## config.mk

```make
export PLATFORM = sky130hd
export DESIGN_NAME = dram_port_arbiter_flat
export DESIGN_NICKNAME = d
export VERILOG_FILES = /design/src/rtl/dram_ring_pkg.sv /design/src/rtl/dram_port_arbiter_if.sv /design/src/rtl/dram_port_arbiter_sat_counter.sv /design/src/rtl/dram_port_arbiter.sv /design/src/flat_wrapper.sv
export SDC_FILE = /design/constraint.sdc
export NUM_CORES = 1
export LEC_CHECK = 0
export BUFFER_PORTS_ARGS = -buffer_cell sky130_fd_sc_hd__buf_2
export CORE_MARGIN = 4
export CORE_UTILIZATION = 47
export CTS_CLUSTER_DIAMETER = 150
export DETAILED_ROUTE_END_ITERATION = 10
export PLACE_DENSITY = 0.77
export SLEW_MARGIN = 25
export SYNTH_ARGS = -nofsm -noshare
export SYNTH_HDL_FRONTEND = slang
export SYNTH_SLANG_ARGS = --single-unit
```

## constraint.sdc

```tcl
create_clock -name clk -period 1.8 [get_ports clk]
set_input_delay 0.09 -clock clk [delete_from_list [all_inputs] [get_ports clk]]
set_output_delay 0.09 -clock clk [all_outputs]
set_load 0.01 [all_outputs]
```

## src/rtl/dram_ring_pkg.sv

```systemverilog
// Shared types and constants for the DRAM ring buffer blocks:
// the port arbiter, the read controller and the stream writer.
package dram_ring_pkg;

  localparam int ADDR_W = 25;
  localparam int WAIT_W = 8;

  localparam logic [1:0] IDLE = 2'd0;
  localparam logic [1:0] WR   = 2'd1;
  localparam logic [1:0] RD   = 2'd2;

  typedef struct packed {
    logic              rnw;
    logic [ADDR_W-1:0] addr;
  } cmd_t;

  // Ring addresses wrap naturally at 2^ADDR_W.
  function automatic logic [ADDR_W-1:0] addr_next(input logic [ADDR_W-1:0] a);
    return a + ADDR_W'(1);
  endfunction

endpackage

```

## src/rtl/dram_port_arbiter_if.sv

```systemverilog
// Request/ack handshakes of writer and reader plus the DRAM command port.
// The master modport is the arbiter's view; slave is the clients/controller view.
interface dram_port_arbiter_if;
  import dram_ring_pkg::*;

  logic              wr_req;
  logic [ADDR_W-1:0] wr_addr;
  logic              wr_ack;
  logic              rd_req;
  logic [ADDR_W-1:0] rd_addr;
  logic              rd_ack;
  logic              rd_blocked;
  logic [WAIT_W-1:0] max_wait;
  logic              cmd_valid;
  logic              cmd_rnw;
  logic [ADDR_W-1:0] cmd_addr;
  logic              cmd_ready;
  logic [ADDR_W-1:0] wr_head;
  logic [1:0]        state;

  modport master (
    input  wr_req, wr_addr, rd_req, rd_addr, max_wait, cmd_ready,
    output wr_ack, rd_ack, rd_blocked, cmd_valid, cmd_rnw, cmd_addr, wr_head, state
  );

  modport slave (
    output wr_req, wr_addr, rd_req, rd_addr, max_wait, cmd_ready,
    input  wr_ack, rd_ack, rd_blocked, cmd_valid, cmd_rnw, cmd_addr, wr_head, state
  );

endinterface

```

## src/rtl/dram_port_arbiter_sat_counter.sv

```systemverilog
// Saturating up-counter with synchronous clear; clear wins over increment.
module sat_counter import dram_ring_pkg::*; #(
  parameter int W = WAIT_W
) (
  input  logic         clk,
  input  logic         rst,
  input  logic         inc,
  input  logic         clr,
  output logic [W-1:0] cnt
);

  always_ff @(posedge clk or posedge rst) begin
    if (rst) begin
      cnt <= '0;
    end else if (clr) begin
      cnt <= '0;
    end else if (inc && (cnt != '1)) begin
      cnt <= cnt + W'(1);
    end
  end

endmodule

```

## src/rtl/dram_port_arbiter.sv

```systemverilog
// Arbitrates the single DRAM command port between ring writer and reader.
// Writes win unless the reader has been starved for more than max_wait cycles.
//
//   state | meaning
//   IDLE  | no command outstanding; grant decision made here
//   WR    | write command presented, waiting for cmd_ready
//   RD    | read command presented, waiting for cmd_ready
module dram_port_arbiter import dram_ring_pkg::*; (
  input  logic                clk,
  input  logic                rst,
  dram_port_arbiter_if.master bus
);

  logic [1:0]        state_q;
  cmd_t              cmd_q;
  logic              cmd_valid_q;
  logic              wr_ack_q;
  logic              rd_ack_q;
  logic [ADDR_W-1:0] wr_head_q;
  logic [WAIT_W-1:0] starve_cnt;

  logic rd_blocked;
  logic rd_elig;
  logic wr_elig;
  logic starved;
  logic go_rd;
  logic go_wr;
  logic hs;

  // A requester acked last cycle has not yet had a chance to drop its request.
  assign rd_blocked = bus.rd_req && (bus.rd_addr == wr_head_q);
  assign rd_elig    = bus.rd_req && !rd_blocked && !rd_ack_q;
  assign wr_elig    = bus.wr_req && !wr_ack_q;
  assign starved    = starve_cnt > bus.max_wait;
  assign go_rd      = (state_q == IDLE) && rd_elig && (starved || !wr_elig);
  assign go_wr      = (state_q == IDLE) && !go_rd && wr_elig;
  assign hs         = cmd_valid_q && bus.cmd_ready;

  sat_counter #(.W(WAIT_W)) u_starve (
    .clk (clk),
    .rst (rst),
    .inc (rd_elig && (state_q != RD)),
    .clr (go_rd),
    .cnt (starve_cnt)
  );

  always_ff @(posedge clk or posedge rst) begin
    if (rst) begin
      state_q     <= IDLE;
      cmd_q       <= '0;
      cmd_valid_q <= 1'b0;
      wr_ack_q    <= 1'b0;
      rd_ack_q    <= 1'b0;
      wr_head_q   <= '0;
    end else begin
      wr_ack_q <= hs && !cmd_q.rnw;
      rd_ack_q <= hs && cmd_q.rnw;
      case (state_q)
        IDLE: begin
          if (go_rd) begin
            state_q     <= RD;
            cmd_q       <= '{rnw: 1'b1, addr: bus.rd_addr};
            cmd_valid_q <= 1'b1;
          end else if (go_wr) begin
            state_q     <= WR;
            cmd_q       <= '{rnw: 1'b0, addr: bus.wr_addr};
            cmd_valid_q <= 1'b1;
          end
        end
        WR, RD: begin
          if (bus.cmd_ready) begin
            state_q     <= IDLE;
            cmd_valid_q <= 1'b0;
            if (state_q == WR) begin
              wr_head_q <= addr_next(cmd_q.addr);
            end
          end
        end
        default: begin
          state_q     <= IDLE;
          cmd_valid_q <= 1'b0;
        end
      endcase
    end
  end

  assign bus.wr_ack     = wr_ack_q;
  assign bus.rd_ack     = rd_ack_q;
  assign bus.rd_blocked = rd_blocked;
  assign bus.cmd_valid  = cmd_valid_q;
  assign bus.cmd_rnw    = cmd_q.rnw;
  assign bus.cmd_addr   = cmd_q.addr;
  assign bus.wr_head    = wr_head_q;
  assign bus.state      = state_q;

endmodule

```

## src/flat_wrapper.sv

```systemverilog
// flat-port wrapper written by rule: the top's interface ports become plain ports
module dram_port_arbiter_flat import dram_ring_pkg::*;
  (clk, rst, bus_wr_req, bus_wr_addr, bus_rd_req, bus_rd_addr, bus_max_wait, bus_cmd_ready, bus_wr_ack, bus_rd_ack, bus_rd_blocked, bus_cmd_valid, bus_cmd_rnw, bus_cmd_addr, bus_wr_head, bus_state);
  dram_port_arbiter_if bus_i ();
  input  logic clk;
  input  logic rst;
  input wire logic [$bits(bus_i.wr_req)-1:0] bus_wr_req;
  input wire logic [$bits(bus_i.wr_addr)-1:0] bus_wr_addr;
  input wire logic [$bits(bus_i.rd_req)-1:0] bus_rd_req;
  input wire logic [$bits(bus_i.rd_addr)-1:0] bus_rd_addr;
  input wire logic [$bits(bus_i.max_wait)-1:0] bus_max_wait;
  input wire logic [$bits(bus_i.cmd_ready)-1:0] bus_cmd_ready;
  output wire logic [$bits(bus_i.wr_ack)-1:0] bus_wr_ack;
  output wire logic [$bits(bus_i.rd_ack)-1:0] bus_rd_ack;
  output wire logic [$bits(bus_i.rd_blocked)-1:0] bus_rd_blocked;
  output wire logic [$bits(bus_i.cmd_valid)-1:0] bus_cmd_valid;
  output wire logic [$bits(bus_i.cmd_rnw)-1:0] bus_cmd_rnw;
  output wire logic [$bits(bus_i.cmd_addr)-1:0] bus_cmd_addr;
  output wire logic [$bits(bus_i.wr_head)-1:0] bus_wr_head;
  output wire logic [$bits(bus_i.state)-1:0] bus_state;
  assign bus_i.wr_req = bus_wr_req;
  assign bus_i.wr_addr = bus_wr_addr;
  assign bus_i.rd_req = bus_rd_req;
  assign bus_i.rd_addr = bus_rd_addr;
  assign bus_i.max_wait = bus_max_wait;
  assign bus_i.cmd_ready = bus_cmd_ready;
  assign bus_wr_ack = bus_i.wr_ack;
  assign bus_rd_ack = bus_i.rd_ack;
  assign bus_rd_blocked = bus_i.rd_blocked;
  assign bus_cmd_valid = bus_i.cmd_valid;
  assign bus_cmd_rnw = bus_i.cmd_rnw;
  assign bus_cmd_addr = bus_i.cmd_addr;
  assign bus_wr_head = bus_i.wr_head;
  assign bus_state = bus_i.state;
  dram_port_arbiter u_core (.clk(clk), .rst(rst), .bus(bus_i));
endmodule
```

==> results list, run 1 <==
* Run status: complete, but fails checks
* Failing checks: negative hold slack, negative setup slack
- The worst hold path begins at bus_wr_addr[1].
* Port Buffer Count: 119
- Number of standard cells in the layout, taps in and fillers out: 722
- Max transition margin: roughly 69%
- Clock tree synthesis inserted a total of 9 buffers.
- Number of register bits inferred by synthesis: between 60 and 70
- Yosys printed 0 warnings.
- Setup slack of the worst register-to-register path: -340 ps
* Nature of the critical path startpoint: flip-flop
- Most used flip-flop cell after synthesis: dfrtp_1
- Detail-routed net length per standard cell: just over 20 um
- Number of diodes added for antenna fixing: 0
* Clock skew after layout: between 9 and 10 ps
* Setup crit end kind: flip-flop
* R2R cell count: 8
* Delay of the slowest cell on the worst path: roughly 410 ps
* Final Hold Vio Count: 1
- Walking the worst path, the cells encountered are xor2_2, nor4_4, buf_4, nand4_1, o211a_4, clkbuf_16, nor2_1, a31oi_1.
- For this run, design rule violations remaining after detail routing come to 0.
- Summing all flip-flop and latch instances after layout gives 1602 um^2.
- Synthesis handed over a netlist of 430 instances.
* Fillcell total: 547
* Worst hold stages: 3
- Core area: 7767 um^2
* Crit share post-route: 118.7%
- Combinational family with the most area after synthesis: simple AND/OR/NAND/NOR gates
* Worst reg2reg path startpoint: u_core.bus.wr_head[14]
- Internal power comes to 5.749 mW.
- XOR/XNOR Fraction of Synth Area: between 10% and 20%
- The floorplan step defined a die boundary enclosing ~9600 um^2.
* Half-perimeter wire length after detailed placement: around 9.0 mm
- Die span in y: approximately 98 um
- Average footprint of a synthesized cell: 8.805 um^2
- In this run the core area contains 32 standard-cell rows.
- Post-synthesis share of cell area spent on full adders, half adders and majority gates: about 4.3%
- Setup repair after global routing could not meet its margin everywhere.
* Worst Hold Margin: -1.012 ps
- Clock Path Buffers: 2
- Summing the sequential cell areas from Yosys gives between 40% and 50% of the chip area.
- Slowest cell on the critical path: dfrtp_1
- Most instantiated cells after synthesis: 64 x dfrtp_1, 49 x o21ai_0, 40 x nand3_1, 40 x nor2_1
- Proportion of total power due to net switching: between 40 and 50%
- Clock transition at the register clock pins on the worst setup and hold paths after CTS: 70 ps
- Net count of the mapped netlist: about 510
- The critical path starts at u_core.bus.wr_head[14].
* Power spent charging and discharging nets: between 4 and 5 mW
- Cell area after synthesis: about 3800 um^2
* Max-cap violations: 0
- Level count of the clock H-tree: 3
- Summing all multi-input logic gate instances after layout gives approximately 2300 um^2.
- Root buffer cell: clkbuf_8
* Setup Crit Path Kind: reg2reg
- Of all cell types, the one taking the most synthesized area is dfrtp_1.
* Final Setup Violations: 38
- Global-route wire length before repair: between 20 and 25 mm
- Latest clock arrival within the worst-skew pair: ~350 ps
- The worst-case IR drop observed on VDD is around 0.95 mV.
- After synthesis, the netlist uses 45 different library cells.
- 120 I/O pins were placed.
- Number of detailed-route iterations in the first pass: 5
- In this run the worst path has a maximum fanout of 10.
- Final Max Tran Viols: 0
- Initial standard-cell utilization of the core: roughly 49%
* Comb pwr share: roughly three fifths
- Timing would allow up to roughly 0.47 GHz.
* Largest cells by area after synthesis: dfrtp_1 42%, xor2_1 8.3%, o21ai_0 6.5%
- The synthesized design contains 0 enable-type register cells.
- Minimum setup slack in the final design: -335.9 ps
- Data on the critical path is required at its endpoint by 2030 ps.
- The routed layout has 4311 vias.
- Worst min-delay path category: in2reg
- The via count of the first global-routing pass is between 4000 and 5000.
- 1st-iter DRT viols: 325
* Yosys top cell area share: between 40% and 50%
* Synthesized-area fraction occupied by ao, oa, aoi and oai cells: 16.69%
- Least-Margin Pin Slew: between 400 and 500 ps
- For this block, the routed nets add up to ~15 mm of wire.
* Floorplan die width: between 90 and 100 um
* Total routing resource utilization after global routing: between 20% and 30%
- Data arrives at the worst endpoint at ~2400 ps.
- Simple-gate portion of the synthesized area: between 20% and 30%
- For this run, asynchronously set or reset flops after synthesis account for 100.0%.
- For this design the static power due to leakage is roughly 2.7 nW.
- Final RePlAce weighted congestion: around 0.90
- Portion of netlist area occupied by mux cells: 0.5618%
- Post-layout total power: around 10 mW
- DR vias/cell: 5.971
* Largest net degree at the start of global routing: 46
* Number of sinks driven by the clock tree: 64
- TritonCTS built the clock tree.
- The number of placed instances, taps included, is 692.
- From synthesis to final layout, the design area changed by 50.13%.
- Number of routed nets with antenna violations: 0
- Sum of overflow across all layers after global routing: 0
- Antenna violations before repair: 0
- By instance count, the leading cell after synthesis is dfrtp_1.
- Final Net Count: 692
* Pwr/cell area: 1802 nW/um^2
- Fraction of layout cells with a size suffix above 1: a little over two fifths
- The clock network burns 14.0% of the power.
- Counting I/O delays and the setup requirement, the final critical path takes roughly 2100 ps.
- Sequential share of power: 26.8%
-- stage by stage --
stage / area [um^2] / worst slack [ps] / util, % / hold WS [ps] / TNS, ps
floorplan: 3832 / -19.82 / - / 229.6 / -398.4
global placement: 4997 / -249.4 / 64.34 / 123.8 / -7907
detailed placement: 4997 / -306.9 / 64.34 / 130.4 / -9461
CTS: 5430 / -239.0 / 69.91 / 1.421 / -5945
global route: 5684 / -399.0 / 73.18 / 13.94 / -12030
finish: 5684 / -335.9 / 73.18 / -1.012 / -9351
-- metal layers --
metal	GRT usage [%]	wire length, um
met5	0	0
met4	14.48	715
met2	44.70	7080
met3	6.786	1543
met1	33.82	5294
-- logic make-up (layout without fill, tap and decap cells) --
| family | Yosys count | count (layout) |
|---|---|---|
| compound gates | 107 | 107 |
| mux | 2 | 2 |
| simple gates | 157 | 157 |
| flops | 64 | 64 |
| xor+xnor | 48 | 48 |
| fa+ha+maj | 13 | 13 |
| buf+inv | 39 | 229 |
-- sequential cells by signal, indices dropped and copies added, names as in the netlist --
register,flops
u_core.bus.state,2
u_core.bus.cmd_valid,1
u_core.bus.cmd_addr,25
u_core.bus.rd_ack,1
u_core.u_starve.cnt,8
u_core.bus.wr_ack,1
u_core.bus.cmd_rnw,1
u_core.bus.wr_head,25
-- layout make-up --
type | count | area share [%]
Tap cell | 102 | 2.245
Clock buffer | 12 | 2.729
Timing Repair Buffer | 198 | 24.52
Inverter | 16 | 1.057
Sequential cell | 64 | 28.18
Multi-Input combinational cell | 327 | 40.13
Clock inverter | 3 | 1.145
-- worst paths after layout --
path                                      endpoint
setup / recovery           u_core.bus.cmd_addr[20]
hold / removal              u_core.bus.cmd_addr[1]
setup reg to reg           u_core.bus.cmd_addr[20]
hold reg to reg                  u_core.bus.wr_ack
max in group asynchronous        u_core.bus.rd_ack
min in group asynchronous  u_core.bus.cmd_addr[18]
-- critical path: cells and delay by family (launching register included) --
family	cells	cell delay (ps)
AOI/OAI and AO/OA	2	440
xor gates and xnor gates	1	170
buffers and inverters	2	370
DFF	1	410
and+or+nand+nor	3	610
-- power by group through the flow --
stage	Clock, mW	Combinational (mW)	Sequential, mW
after floorplan	0	2.20	3.05
after global placement	0	4.63	2.66
after detailed placement	0	4.77	2.70
after CTS	1.42	5.22	2.69
after global routing	1.50	6.51	2.80
final	1.43	6.07	2.74
-- repair_timing --
item,in CTS,in global routing
hold buffers,2,0
gates cloned,2,5
endpoints found under the setup margin,38,42
hold endpoints to repair,20,0
pin swaps,9,17
setup buffers,5,2
gates resized for setup,31,33
-- placed cells by master (no fill, tap or decap), types with 8 or more instances in the layout --
| master | synthesis | final |
|---|---|---|
| a31oi_1 | 26 | 25 |
| buf_2 | 3 | 119 |
| buf_4 | 0 | 60 |
| clkbuf_8 | 0 | 11 |
| dfrtp_1 | 64 | 64 |
| ha_1 | 13 | 12 |
| inv_1 | 16 | 15 |
| nand2_1 | 36 | 35 |
| nand3_1 | 40 | 40 |
| nor2_1 | 40 | 29 |
| nor2_2 | 0 | 8 |
| o21ai_0 | 49 | 38 |
| o21ai_1 | 5 | 10 |
| xnor2_1 | 12 | 12 |
| xor2_1 | 36 | 32 |
Power figures use the tool's default switching activity.
==> run 2, diff against run 1 <==
--- a/config.mk
+++ b/config.mk
@@ -5,9 +5,10 @@
 export SDC_FILE = /design/constraint.sdc
 export NUM_CORES = 1
 export LEC_CHECK = 0
+export ABC_AREA = 1
 export BUFFER_PORTS_ARGS = -buffer_cell sky130_fd_sc_hd__buf_2
 export CORE_MARGIN = 4
-export CORE_UTILIZATION = 47
+export CORE_UTILIZATION = 48
 export CTS_CLUSTER_DIAMETER = 150
 export DETAILED_ROUTE_END_ITERATION = 10
 export PLACE_DENSITY = 0.77
==> results list, run 2 <==
- In the synthesized netlist, the cells that appear most often are 217 x nand2_1, 106 x inv_1, 64 x dfrtp_1, 49 x nand3_1, 34 x nand4_1.
- The checks that failed: negative setup slack.
- Once routing completed, OpenROAD measured the worst setup slack at -216.3 ps.
- Half-perimeter wire length after detailed placement: a little under 10 mm
* Cell Count Post-Placement: about 890
* Least-Margin Pin Slew: ~530 ps
- Die span in y: between 100 and 150 um
- In this run the tightest slew margin relative to its limit is between 60 and 70%.
- Core area: 8763 um^2
- The clock arrives with ~12 ps of skew.
- Once detail routing completed, the nets flagged for antenna violations numbered 0.
- Highest attainable clock frequency: about 0.50 GHz
- Most used flip-flop cell after synthesis: dfrtp_1
* Required time of the worst setup path: approximately 2000 ps
- Max-cap violations: 0
* Run status: complete, but fails checks
- Number of sinks driven by the clock tree: 64
- For the worst-skew pair, the clock arrives at the later sink with an insertion delay of about 350 ps.
* Pwr/cell area: roughly 1500 nW/um^2
- Worst hold stages: 3
* P&R area growth vs syn: 49.94%
* Placement row count: 34
* Nature of the critical path startpoint: flip-flop
- Via count: approximately 5000
- Largest cells by area after synthesis: dfrtp_1 37%, nand2_1 19%, inv_1 9.2%
* Fraction of layout cells with a size suffix above 1: 40.82%
* Post-synth top area cell: dfrtp_1
- The library cell used most frequently in the layout, excluding fill and tap cells, is nand2_1.
* Net count of the mapped netlist: around 700
* Detail-routed net length per standard cell: around 17 um
* Total wirelength of the detailed-routed design: between 15 and 20 mm
- The final hold violation count came to 0.
* Most frequent cells in the layout: 181 x nand2_1, 118 x buf_2, 100 x inv_1
* Share of the core filled with cells: 74.07%
- Level count of the clock H-tree: 3
- After clock tree synthesis, the clock-pin slew on the worst setup and hold paths is approximately 80 ps.
- Traced cell by cell, the critical path runs through inv_1, nand2_1, nand2_1, nor2_2, nand3_1, nor2_4, nand3_4, buf_6, nand4_4, buf_6, nand2_2, nand3_2, nand2_1.
- Crit path DAT: roughly 2300 ps
- Count of different cell masters after synthesis: 36
- Counting every instance in the synthesized netlist gives ~630.
* Largest net degree at the start of global routing: 27
* Root buffer cell: clkbuf_8
* I/O pins: 120
* Floorplan die width: roughly 100 um
* Delay of the slowest cell on the worst path: between 400 and 500 ps
* Top cell by count, worst path: nand2_1
- For flop-to-flop paths, the worst setup slack is -220 ps.
- Number of register bits inferred by synthesis: 64
* Cell area after synthesis: about 4300 um^2
- The die covers 10600 um^2.
* Warnings from Yosys: 0
* Synth async-reset ratio: 100.0%
- Slowest cell on the critical path: dfrtp_1
- Worst Hold Margin: approximately 14 ps
* Worst slack, placed: -384.2 ps
* Antenna violations before repair: 0
- CP Buf/Inv Count: 3
- Crit share post-route: 112.0%
* Startpoint of the worst hold path: bus_cmd_ready
* Via count of the first global-routing pass: 4783
- The filler cells instantiated in the layout total 592.
- Sum of overflow across all layers after global routing: 0
- Counting along the longest clock path gives a buffer depth of 2.
- Post-layout min period: 2016 ps
- Initial standard-cell utilization of the core: between 40% and 50%
* Setup Crit Path Kind: reg2reg
- The top cell type by area accounts for a little under two fifths of the synthesized area.
- Leaving out filler cells and counting taps, the final layout contains between 900 and 1000.
* Sink of the worst hold path: u_core.bus.rd_ack
- Levels on crit path: 13
* Worst reg2reg path startpoint: u_core.bus.wr_head[23]
- CTS tree: built
- Max rail drop VDD: approximately 0.9 mV
* Final Net Count: between 900 and 1000
* Global-route wire length before repair: around 21 mm
- Routability-driven placement finished with a final weighted congestion of about 0.9.
- Setup repair after global routing could not meet its margin everywhere.
- Total CTS buffers: 9
- DR vias/cell: 5.443
- The cell family contributing the most delay on the critical path is simple AND/OR/NAND/NOR gates.
- Final Setup Violations: 38
- Of all nets on the critical path, the largest fanout is 6.
* Post-route DRC violation count: 0
- Total routing resource utilization after global routing: 25.86%
* Most common cell in the netlist: nand2_1
- Worst min-delay path category: in2reg
* Number of diodes added for antenna fixing: 0
- Reg-to-Reg End: u_core.bus.cmd_addr[15]
* 1st-iter DRT viols: about 370
* Count of flip-flops with a built-in enable after synthesis: 0
* R2R cell count: 13
- Leakage: about 3.6 nW
- Setup crit end kind: flip-flop
- Dividing the synthesized area by the synthesized cell count gives approximately 6.9 um^2.
- Number of detailed-route iterations in the first pass: 5
- Port Buffer Count: 119
* Final Max Tran Viols: 0
* Post-synthesis sequential area ratio: between 30% and 40%
-- run 2: final cells by class --
cell class                      instances  area (um^2)  share of cell area, %
Timing Repair Buffer                  208         1426                  21.97
Clock inverter                          6        35.03                 0.5397
Sequential cell                        64         1603                  24.69
Tap cell                              108        135.1                  2.082
Clock buffer                           10        137.6                  2.120
Multi-Input combinational cell        434         2720                  41.90
Inverter                              110        425.4                  6.554
Timing Repair inverter                  1        8.758                 0.1349
-- run 2: power by group --
group | leakage, nW | internal, mW | total, mW | switching, mW
clock | 0.0878 | 0.527 | 1.12 | 0.597
combinational | 2.69 | 2.54 | 5.85 | 3.32
sequential | 0.801 | 2.09 | 2.92 | 0.829
-- run 2: how the worst max path moves through the flow --
stage,startpoint,slack [ps],end
3_3_place_gp,u_core.bus.wr_head[1],-260,u_core.bus.cmd_addr[14]
2_1_floorplan,u_core.u_starve.cnt[7],40,u_core.bus.cmd_addr[18]
5_1_grt,u_core.bus.wr_head[23],-290,u_core.bus.cmd_addr[15]
4_1_cts,u_core.bus.wr_head[7],-130,bus_rd_blocked
6_report,u_core.bus.wr_head[23],-220,u_core.bus.cmd_addr[15]
3_5_place_dp,u_core.bus.wr_head[1],-380,u_core.bus.cmd_addr[15]
-- run 2: through the flow --
step	TNS, ps	cell area, um^2	power [mW]
finish	-5685	6491	9.897
global route	-8939	6491	10.52
CTS	-2664	5863	8.892
detailed placement	-8407	5458	7.404
global placement	-5775	5458	7.237
floorplan	0	4329	5.396
-- run 2: repair_timing --
action / 4_1_cts / 5_1_grt
gates resized for setup: 33 / 113
hold buffers: 1 / 0
cloned: 3 / 2
setup endpoints to repair: 38 / 45
endpoints found under the hold margin: 19 / 0
pin swaps: 13 / 20
setup buffers: 9 / 18
-- run 2: layer usage --
layer	wire length [um]	up-vias	track usage (%)
met2	7719	316	42.62
met3	1509	67	4.736
met1	5632	2385	32.50
li1	-	2354	-
met4	680	0	12.95
met5	0	-	0
-- run 2: logic make-up after synthesis --
| kind of cell | after synthesis | share of synthesized area [%] |
|---|---|---|
| buffers and inverters | 129 | 11.97 |
| AOI/OAI and AO/OA | 35 | 4.538 |
| DFF | 64 | 36.99 |
| xor gates and xnor gates | 27 | 5.463 |
| and+or+nand+nor | 358 | 37.28 |
| adders and majority gates | 13 | 3.757 |
-- run 2: tightest hold or removal path, cell delays in order --
cell and delay [ps]:
buf_2 100, inv_1 80, nor3_1 50
